**config.mk**
```make
export PLATFORM = sky130hd
export DESIGN_NAME = mole_game_ctrl
export DESIGN_NICKNAME = d
export VERILOG_FILES = /design/src/rtl/mole_pkg.sv /design/src/rtl/mole_game_ctrl_lfsr.sv /design/src/rtl/mole_game_ctrl.sv
export SDC_FILE = /design/constraint.sdc
export NUM_CORES = 1
export LEC_CHECK = 0
export BUFFER_PORTS_ARGS = -buffer_cell sky130_fd_sc_hd__buf_4
export CAP_MARGIN = 10
export CORE_UTILIZATION = 57
export CTS_BUF_LIST = sky130_fd_sc_hd__clkbuf_16
export CTS_CLUSTER_SIZE = 28
export DETAILED_ROUTE_END_ITERATION = 10
export MAX_ROUTING_LAYER = met4
export PLACE_DENSITY = 0.73
export SYNTH_ARGS = -nofsm -noshare
export SYNTH_HDL_FRONTEND = slang
export SYNTH_SLANG_ARGS = --single-unit
```
**constraint.sdc**
```tcl
create_clock -name clk -period 12 [get_ports clk]
set_input_delay 0.6 -clock clk [delete_from_list [all_inputs] [get_ports clk]]
set_output_delay 0.6 -clock clk [all_outputs]
set_load 0.03 [all_outputs]
```
**src/rtl/mole_pkg.sv**
```systemverilog
// Shared definitions for the whack-a-mole game sequencer and its consumers.
// Holds the state encoding, hole/miss widths, flash length and LFSR taps.
package mole_pkg;

    typedef enum logic [2:0] {
        ST_IDLE = 3'd0,
        ST_GAP  = 3'd1,
        ST_UP   = 3'd2,
        ST_HIT  = 3'd3,
        ST_OVER = 3'd4
    } state_e;

    localparam int HOLE_W           = 4;
    localparam int MISS_W           = 4;
    localparam int HIT_FLASH_CYCLES = 8;

    // Taps 8,6,5,4 of a shift-left Fibonacci LFSR (bits 7,5,4,3).
    localparam logic [7:0] LFSR_TAPS = 8'hB8;

    function automatic logic [7:0] lfsr_step(input logic [7:0] v);
        return {v[6:0], ^(v & LFSR_TAPS)};
    endfunction

endpackage

```
**src/rtl/mole_game_ctrl_lfsr.sv**
```systemverilog
// Free-running 8-bit LFSR used to pick the next mole hole.
// Ports: clk, rst (async high), seed_i (reset value), value_o (current state).
module mole_lfsr
    import mole_pkg::*;
(
    input  logic       clk,
    input  logic       rst,
    input  logic [7:0] seed_i,
    output logic [7:0] value_o
);

    logic [7:0] lfsr_q;

    always_ff @(posedge clk or posedge rst) begin
        if (rst) begin
            lfsr_q <= seed_i;
        end else begin
            lfsr_q <= lfsr_step(lfsr_q);
        end
    end

    assign value_o = lfsr_q;

endmodule

```
**src/rtl/mole_game_ctrl.sv**
```systemverilog
// Whack-a-mole game sequencer: picks mole holes, times visibility, qualifies
// hits against the hammer position and keeps score/miss counts.
// Ports: clk, rst (async high), start, hit, hammer_pos in;
//        mole_active, mole_idx, hit_flash, score, misses, game_over out.
// Optional feature: define SPEEDUP_EN to shorten the UP window as score grows.
module mole_game_ctrl
    import mole_pkg::*;
#(
    parameter int         NUM_HOLES  = 9,
    parameter int         GAP_CYCLES = 25_000_000,
    parameter int         UP_CYCLES  = 50_000_000,
    parameter int         MAX_MISSES = 3,
    parameter int         SCORE_W    = 8,
    parameter logic [7:0] LFSR_SEED  = 8'hA5
) (
    input  logic               clk,
    input  logic               rst,
    input  logic               start,
    input  logic               hit,
    input  logic [HOLE_W-1:0]  hammer_pos,
    output logic               mole_active,
    output logic [HOLE_W-1:0]  mole_idx,
    output logic               hit_flash,
    output logic [SCORE_W-1:0] score,
    output logic [MISS_W-1:0]  misses,
    output logic               game_over
);

    localparam int T_RAW = (GAP_CYCLES > UP_CYCLES) ? GAP_CYCLES : UP_CYCLES;
    localparam int T_MAX = (T_RAW > HIT_FLASH_CYCLES) ? T_RAW : HIT_FLASH_CYCLES;
    localparam int TW    = $clog2(T_MAX + 1);

    localparam logic [TW-1:0]      GAP_LAST  = TW'(GAP_CYCLES - 1);
    localparam logic [TW-1:0]      HIT_LAST  = TW'(HIT_FLASH_CYCLES - 1);
    localparam logic [SCORE_W-1:0] SCORE_MAX = '1;
    localparam logic [MISS_W-1:0]  MISS_LIM  = MISS_W'(MAX_MISSES);

    state_e              state_q, state_d;
    logic [TW-1:0]       timer_q, timer_d;
    logic                hit_q;
    logic [SCORE_W-1:0]  score_q, score_d;
    logic [MISS_W-1:0]   misses_q, misses_d;
    logic [HOLE_W-1:0]   idx_q, idx_d;
    logic                mole_active_q, hit_flash_q, game_over_q;
    logic [7:0]          lfsr;
    logic [TW-1:0]       up_lim;

    logic                hit_edge, valid_hit, start_game;
    logic                gap_done, up_done, hit_done;
    logic [MISS_W-1:0]   miss_inc;
    logic [SCORE_W-1:0]  score_inc;
    logic [HOLE_W-1:0]   pick_raw, pick;

    mole_lfsr u_lfsr (
        .clk     (clk),
        .rst     (rst),
        .seed_i  (LFSR_SEED),
        .value_o (lfsr)
    );

    assign hit_edge   = hit & ~hit_q;
    assign valid_hit  = hit_edge
                      & ({1'b0, hammer_pos} < 5'(NUM_HOLES))
                      & (hammer_pos == idx_q);
    assign start_game = start & ((state_q == ST_IDLE) | (state_q == ST_OVER));
    assign gap_done   = (timer_q == GAP_LAST);
    assign up_done    = (timer_q == up_lim - TW'(1));
    assign hit_done   = (timer_q == HIT_LAST);
    assign miss_inc   = misses_q + MISS_W'(1);
    assign score_inc  = score_q + SCORE_W'(1);

    // Never repeat the previous hole: bump to the next one, wrapping.
    assign pick_raw = HOLE_W'(lfsr % 8'(NUM_HOLES));
    assign pick     = (pick_raw != idx_q)                    ? pick_raw :
                      (pick_raw == HOLE_W'(NUM_HOLES - 1))   ? '0 :
                                                               pick_raw + HOLE_W'(1);

`ifdef SPEEDUP_EN
    localparam logic [TW-1:0] LIM_START = TW'(UP_CYCLES);
    localparam logic [TW-1:0] LIM_STEP  = TW'(UP_CYCLES / 8);
    localparam logic [TW-1:0] LIM_FLOOR = TW'(UP_CYCLES / 4);

    logic [TW-1:0] up_lim_q, up_lim_d;

    always_comb begin
        up_lim_d = up_lim_q;
        if (start_game) begin
            up_lim_d = LIM_START;
        end else if (state_q == ST_UP && valid_hit && score_q != SCORE_MAX
                     && (32'(score_inc) % 4) == 0) begin
            up_lim_d = (up_lim_q >= LIM_FLOOR + LIM_STEP) ?
                       up_lim_q - LIM_STEP : LIM_FLOOR;
        end
    end

    always_ff @(posedge clk or posedge rst) begin
        if (rst) begin
            up_lim_q <= LIM_START;
        end else begin
            up_lim_q <= up_lim_d;
        end
    end

    assign up_lim = up_lim_q;
`else
    assign up_lim = TW'(UP_CYCLES);
`endif

    always_ff @(posedge clk or posedge rst) begin
        if (rst) begin
            state_q <= ST_IDLE;
        end else begin
            state_q <= state_d;
        end
    end

    always_comb begin
        state_d = state_q;
        unique case (state_q)
            ST_IDLE, ST_OVER: begin
                if (start) state_d = ST_GAP;
            end
            ST_GAP: begin
                if (gap_done) state_d = ST_UP;
            end
            ST_UP: begin
                // A hit wins over a timeout landing on the same cycle.
                if (valid_hit) begin
                    state_d = ST_HIT;
                end else if (up_done) begin
                    state_d = (miss_inc == MISS_LIM) ? ST_OVER : ST_GAP;
                end
            end
            ST_HIT: begin
                if (hit_done) state_d = ST_GAP;
            end
            default: state_d = ST_IDLE;
        endcase
    end

    always_comb begin
        timer_d  = timer_q + TW'(1);
        score_d  = score_q;
        misses_d = misses_q;
        idx_d    = idx_q;
        if (state_d != state_q || state_q == ST_IDLE || state_q == ST_OVER) begin
            timer_d = '0;
        end
        if (start_game) begin
            score_d  = '0;
            misses_d = '0;
        end
        if (state_q == ST_GAP && gap_done) begin
            idx_d = pick;
        end
        if (state_q == ST_UP) begin
            if (valid_hit) begin
                if (score_q != SCORE_MAX) score_d = score_inc;
            end else if (up_done) begin
                misses_d = miss_inc;
            end
        end
    end

    always_ff @(posedge clk or posedge rst) begin
        if (rst) begin
            timer_q       <= '0;
            hit_q         <= 1'b0;
            score_q       <= '0;
            misses_q      <= '0;
            idx_q         <= '0;
            mole_active_q <= 1'b0;
            hit_flash_q   <= 1'b0;
            game_over_q   <= 1'b0;
        end else begin
            timer_q       <= timer_d;
            hit_q         <= hit;
            score_q       <= score_d;
            misses_q      <= misses_d;
            idx_q         <= idx_d;
            mole_active_q <= (state_d == ST_UP);
            hit_flash_q   <= (state_d == ST_HIT);
            game_over_q   <= (state_d == ST_OVER);
        end
    end

    assign mole_active = mole_active_q;
    assign mole_idx    = idx_q;
    assign hit_flash   = hit_flash_q;
    assign score       = score_q;
    assign misses      = misses_q;
    assign game_over   = game_over_q;

endmodule

```
==> summary.txt, run 1 <==
Layout
  • Area Overhead vs Synth: 13.1%
  • Register area: 1430 sq um
  • Finished Core Util: 68.2%
  • Commonest non-fill, non-tap cell in the layout: dfrtp_1
  • Layout cells sized above 1: 15.3%
  • Final #Nets: 477
  • Multi-input gate area: 2340 sq um
  • Commonest non-fill, non-tap cells in the layout: dfrtp_1, nor2_1, nand2_1, buf_4, o21ai_0
  • Fillers: 513
  • # diodes: 0

Power
  • P_leak: 1.98 nW
  • Max IR drop VDD: 0.0000879 V
  • P per Cell Area: 105 nW/um^2

Timing
  • Skew final: 0.00736 ns
  • Unrepaired setup endpoints after global routing: no
  • Min Clock Period, post-route: 5.36 ns
  • Period utilization: 44.6%
  • Setup Viol. Count Final: 0
  • Pins Over Slew Limit: 0
  • Highest clock rate: 187 MHz
  • Worst Tran Pin Value: 0.834 ns
  • Rel. slew slack: 44.4%
  • Hold WS: 0.391 ns
  • Final Hold Fails: 0
  • Setup TNS: 0 ns

Place
  • Dpl hpwl: 5.52 mm
  • Port buffer count: 26
  • Final GP Congestion: 0.874

Detailed routing
  • Vias: 3264
  • Total wire length: 8.19 mm
  • Remaining DRCs: 0
  • Iter 0 DRT Violations: 133
  • Routed len/inst: 15.1 um
  • Routed Antenna Nets: 0
  • Initial DRT Pass Iterations: 6
  • DR vias/cell: 6.02

Floorplanning
  • Initial Util: 60.3%
  • Die area: 7210 sq um
  • Die height: 84.9 um
  • Top Ports: 27
  • Area of the core: 6490 sq um
  • Cell Rows: 29
  • Width of the die: 84.9 um

Global route
  • GRT Total Usage: 25.2%
  • Initial antenna violation count: 0
  • GRT Residual Overflow: 0
  • Largest net degree at the start of global routing: 58
  • First-pass GRT wire length: 14.0 mm
  • Vias in the first global route: 3056

Critical path
  • Critical path required time: 12.21 ns
  • Crit path DAT: 5.56 ns
  • CP bufs+invs: 2
  • Crit path max fanout: 18
  • Delay-heaviest family, CP: compound AO/OA/AOI/OAI gates
  • CP cell instances: inv_1 > ha_1 > a21bo_2 > a221oi_1 > o21ai_0 > o21a_1 > ha_1 > inv_1 > o2111ai_2 > a211oi_4 > xnor2_1 > ha_1 > nand2b_1 > nand2b_2 > o211a_1 > nor2_4 > xnor2_1 > nand3b_2 > mux2i_1 > mux2_2
  • Critical Path Start Type: flip-flop
  • Slowest cell delay on critical path: 0.71 ns
  • Setup Crit Path Kind: reg2reg
  • Setup crit end kind: flip-flop
  • Most common cell on crit path: ha_1
  • Crit path max-delay cell type: dfstp_2

Yosys
  • Syn Std Cell Area: 3920 sq um
  • Syn nets: 457
  • Most used DFF post-synth: dfrtp_1
  • Synth warnings: 0
  • Register area share after synthesis: 36.5%
  • Netlist cell types: 79
  • Async set-or-reset flop fraction in the synthesized netlist: 100%
  • Yosys reg bits: 57
  • Avg Inst Size Synth: 8.91 sq um
  • Number of flops mapped to enable cells by yosys: 0
  • Cells after Synth: 440

Clocking
  • Worst-Skew Late Latency: 0.32 ns
  • Htree depth: 3
  • # hold bufs at CTS: 0
  • Max Root-Sink Buffers: 2
  • CTS tree: done
  • Post-cts resize count: 0
  • Post-CTS setup repair buffer count: 0
  • Clock Sink Count: 57
  • Worst-path clk slew: 0.05 ns
  • Root Driver: clkbuf_16
  • CTS Buf Count: 9

Flow run
  • Max Cap Viol: 0

Status
  • Status: complete, no violations

Min path
  • Hold WC Path Type: in2reg
worst register-to-register path, stage by stage (launching register included):
cell	delay, ns
dfstp_2	0.71
inv_1	0.14
ha_1	0.38
a21bo_2	0.29
a221oi_1	0.39
o21ai_0	0.18
o21a_1	0.17
ha_1	0.19
inv_1	0.08
o2111ai_2	0.18
a211oi_4	0.42
xnor2_1	0.30
ha_1	0.37
nand2b_1	0.10
nand2b_2	0.21
o211a_1	0.25
nor2_4	0.15
xnor2_1	0.18
nand3b_2	0.14
mux2i_1	0.14
mux2_2	0.27
cell type report:
cell class              count  share of cell area (%)
clock buffers               9                    5.08
clock inverters             7                    1.95
inverters                  14                    1.19
multi-input cells         351                    52.7
flip-flops and latches     57                    32.3
well taps                  77                    2.17
repair buffers             27                    4.57
metrics by stage:
step / instances / instance area [sq um] / total power [mW] / setup slack [ns]
CTS: 542 / 4430 / 0.468 / 6.67
global route: 542 / 4430 / 0.478 / 6.23
finish: 542 / 4430 / 0.465 / 6.64
floorplan: 440 / 3920 / 0.200 / 7.05
detailed placement: 526 / 4120 / 0.203 / 6.68
global placement: 526 / 4120 / 0.203 / 6.86
cells by family after synthesis:
group           Yosys count  synth area share, %
simple gates            196                 26.2
compound gates           97                 18.8
flops                    57                 36.5
xor+xnor                 40                 9.13
buf+inv                  32                 3.83
mux                       9                 2.62
fa+ha+maj                 9                 2.87
path summary, 6_finish.rpt:
path                                   start                end  slack, ns  cells after the start
setup reg to reg           u_lfsr.value_o[5]        mole_idx[0]       6.64                     20
hold reg to reg            u_lfsr.value_o[1]  u_lfsr.value_o[2]       0.45                      0
min in group asynchronous                rst  u_lfsr.value_o[1]       0.50                      3
setup / recovery           u_lfsr.value_o[5]        mole_idx[0]       6.64                     20
max in group asynchronous                rst        timer_q[24]      11.04                      3
hold / removal                           hit              hit_q       0.39                      1
registers in the layout, indices dropped and copies added, names as in the netlist:
register        cells
hit_q               1
misses              4
state_q             3
mole_idx            4
score               8
timer_q            26
game_over           1
mole_active         1
hit_flash           1
u_lfsr.value_o      8
Yosys cell counts (3+ instances only):
cell type	n	area (sq um)
o2111ai_1	3	26.3
clkbuf_1	7	26.3
nand2_1	40	150
nand3b_1	5	37.5
o211ai_1	3	22.5
and3_1	12	75.1
nor3b_1	4	30.0
nand2b_1	8	50.1
dfstp_2	4	105
o21ai_0	25	125
nor4_1	6	37.5
a211oi_1	3	22.5
nor3_1	10	50.1
a21oi_1	13	65.1
o2bb2ai_1	3	26.3
o211a_1	4	40.0
xor2_1	22	193
o31ai_1	4	30.0
inv_1	14	52.6
buf_2	6	30.0
a31oi_1	5	31.3
ha_1	9	113
nand4_1	4	25.0
buf_4	4	30.0
mux2_2	4	45.0
nand3_1	18	90.1
dfrtp_1	53	1330
o21a_1	4	30.0
nor2_1	51	191
o21ai_1	4	20.0
and2_1	4	25.0
xnor2_1	17	149
nor4b_1	4	35.0
nor2b_1	11	68.8
report_power, final:
| part | internal [mW] | switching (mW) | leakage, nW |
|---|---|---|---|
| logic | 0.00217 | 0.00461 | 1.06 |
| clock network | 0.179 | 0.0859 | 0.156 |
| registers | 0.193 | 0.0000477 | 0.760 |
| total | 0.374 | 0.0905 | 1.98 |
layer usage:
layer  track usage (%)  share of wire, %
met5                 -                 0
met4              12.0               2.1
met3              3.79               2.8
met2              39.6                48
met1              32.2                47
Note: power is estimated with default switching activity, not from simulation.
==> inputs of run 2 (changes only) <==
==> constraint.sdc (replaced) <==
create_clock -name clk -period 4.93 [get_ports clk]
set_input_delay 0.2465 -clock clk [delete_from_list [all_inputs] [get_ports clk]]
set_output_delay 0.2465 -clock clk [all_outputs]
set_load 0.03 [all_outputs]
==> run 2 against run 1 <==
Net effect:
- the run now ends with DRC left
- sequential share of layout area down 0.39 points
- sequential cell count is the same
- combinational power rose to 2.5 times the previous value
- cell area grew 1.2%
- clock skew is essentially flat
- wire length is 2.3% higher
- first-iteration DRC count rose by 3.8%
- clock-buffer cell count stayed put
- die area unchanged
- maximum frequency rose by 18%
- setup slack worse by 6.2 ns
==> summary.txt, run 2 (synthesis gave the netlist of run 1 again) <==
Status
  • Status: complete, but fails checks
  • Violated checks: DRC

Layout
  • Commonest non-fill, non-tap cell in the layout: dfrtp_1
  • Max FFs per register: 26
  • Final #Nets: 486
  • Largest reg by FF count: timer_q
  • Commonest non-fill, non-tap cells in the layout: dfrtp_1, nor2_1, nand2_1, buf_4, o21ai_0
  • Area Overhead vs Synth: 14.5%
  • Cell Count, Final, Fillers Out: 551
  • Layout cells sized above 1: 16.7%
  • # diodes: 0

Clocking
  • Worst-path clk slew: 0.05 ns
  • Htree depth: 3
  • Worst-Skew Late Latency: 0.32 ns
  • Root Driver: clkbuf_16
  • Max Root-Sink Buffers: 2
  • Clock Sink Count: 57
  • CTS tree: done
  • CTS Buf Count: 9

Power
  • Sw Ratio: 20.0%
  • Switching pwr: 0.214 mW
  • Power, Total: 1.07 mW
  • Internal Dissipation: 0.859 mW
  • Clock power frac: 54.7%
  • P per Cell Area: 239 nW/um^2
  • Sequential Power Share: 43.7%
  • Comb power frac: 1.6%
  • P_leak: 2.00 nW
  • Max IR drop VDD: 0.000277 V

Min path
  • Hold path start: hit
  • Hold WC Path Type: in2reg

Detailed routing
  • Vias: 3299
  • Initial DRT Pass Iterations: 7
  • Routed Antenna Nets: 0
  • DR vias/cell: 5.99
  • Total wire length: 8.38 mm
  • Remaining DRCs: 1
  • Routed len/inst: 15.2 um
  • Iter 0 DRT Violations: 138

Timing
  • Setup Viol. Count Final: 0
  • Worst Tran Pin Value: 0.766 ns
  • Setup TNS: 0 ns
  • Skew final: 0.00687 ns
  • Period utilization: 92.0%
  • Highest clock rate: 221 MHz
  • Rel. slew slack: 48.9%
  • Min Clock Period, post-route: 4.53 ns
  • Unrepaired setup endpoints after global routing: no
  • Final Hold Fails: 0
  • Pins Over Slew Limit: 0

Critical path
  • Setup crit end kind: flip-flop
  • Critical path required time: 5.13 ns
  • FF-to-FF Start: u_lfsr.value_o[5]
  • Setup Crit Path Kind: reg2reg
  • Slowest cell delay on critical path: 0.52 ns
  • CP Launch Point: u_lfsr.value_o[5]
  • Crit path max fanout: 11
  • CP cell instances: inv_1 > ha_1 > buf_4 > o211ai_1 > a21oi_1 > a41o_1 > o21a_1 > ha_1 > inv_1 > o2111ai_2 > a211oi_4 > buf_4 > mux2_1 > or2_1 > a21oi_1 > nor2_4 > xnor2_1 > nand3b_2 > mux2i_1 > mux2_2
  • Critical Path Start Type: flip-flop
  • Crit path max-delay cell type: dfstp_2
  • Crit path DAT: 4.73 ns

Place
  • Dpl hpwl: 5.85 mm
  • Port buffer count: 26
  • Final GP Congestion: 0.852
  • Dpl cells: 533

Floorplanning
  • Top Ports: 27
  • Width of the die: 84.9 um
  • Cell Rows: 29
  • Die height: 84.9 um
  • Die area: 7210 sq um
  • Area of the core: 6490 sq um
  • Initial Util: 60.3%

Global route
  • GRT Total Usage: 26.1%
  • Largest net degree at the start of global routing: 54
  • First-pass GRT wire length: 14.6 mm
  • Initial antenna violation count: 0
  • Vias in the first global route: 3126
  • GRT Residual Overflow: 0

Flow run
  • Max Cap Viol: 0
run 2: changes by cell type in the layout (fill, tap and decap cells not counted), sizes merged:
cell,delta
inv,-1
dlygate4sd3,+1
clkinvlp,+1
clkinv,+1
bufinv,-1
buf,+8
run 2: timing repair:
action / 4_1_cts / 5_1_grt
endpoints found under the hold margin: 4 / 0
buffers inserted: 0 / 1
hold buffers: 1 / 0
gates resized for setup: 0 / 1
setup endpoints to repair: 0 / 4
run 2: per-layer routing:
layer | vias up | routed length [um] | GRT usage (%)
met5 | - | 0 | -
met4 | 0 | 63 | 7.40
met3 | 7 | 271 | 4.28
met2 | 53 | 4140 | 42.0
met1 | 1603 | 3910 | 34.4
li1 | 1636 | - | -
run 2: cell type report:
class	count	area [sq um]
clock buffer	9	225
multi-input combinational	351	2350
tap	77	96.3
sequential	57	1430
inverter	14	52.6
timing repair buffer	36	273
fill	504	2010
clock inverter	7	61.3
run 2: stage by stage:
| stage | utilization [%] | setup slack [ns] | hold WS (ns) | area (sq um) |
|---|---|---|---|---|
| 6_report | 69.1 | 0.397 | 0.0487 | 4490 |
| 5_1_grt | 69.1 | 0.0290 | 0.0433 | 4490 |
| 3_3_place_gp | 64.3 | 0.498 | 0.142 | 4180 |
| 3_5_place_dp | 64.3 | 0.312 | 0.148 | 4180 |
| 4_1_cts | 68.8 | 0.271 | 0.0376 | 4470 |
| 2_1_floorplan | - | 0.000694 | 0.278 | 3920 |
run 2: power by group through the flow:
stage,Combinational [mW],Sequential [mW],Clock (mW)
after floorplan,0.00866,0.477,0
after global placement,0.0171,0.477,0
after detailed placement,0.0173,0.477,0
after CTS,0.0181,0.469,0.598
after global routing,0.0201,0.469,0.620
final,0.0172,0.469,0.587
run 2: worst max-delay path, delay by kind of cell (launching register included):
| family | cells | cell delay (ns) |
|---|---|---|
| fa+ha+maj | 2 | 0.44 |
| compound gates | 7 | 1.42 |
| flops | 1 | 0.52 |
| mux | 3 | 0.78 |
| xor+xnor | 1 | 0.24 |
| buf+inv | 4 | 0.54 |
| simple gates | 3 | 0.47 |
run 2: final timing paths:
path / slack (ns) / endpoint / cells after the start
max in group asynchronous: 3.70 / timer_q[25] / 4
min in group asynchronous: 0.37 / u_lfsr.value_o[6] / 3
max: 0.40 / mole_idx[0] / 20
min reg2reg: 0.45 / u_lfsr.value_o[3] / 0
min: 0.05 / hit_q / 1
max reg2reg: 0.40 / mole_idx[0] / 20
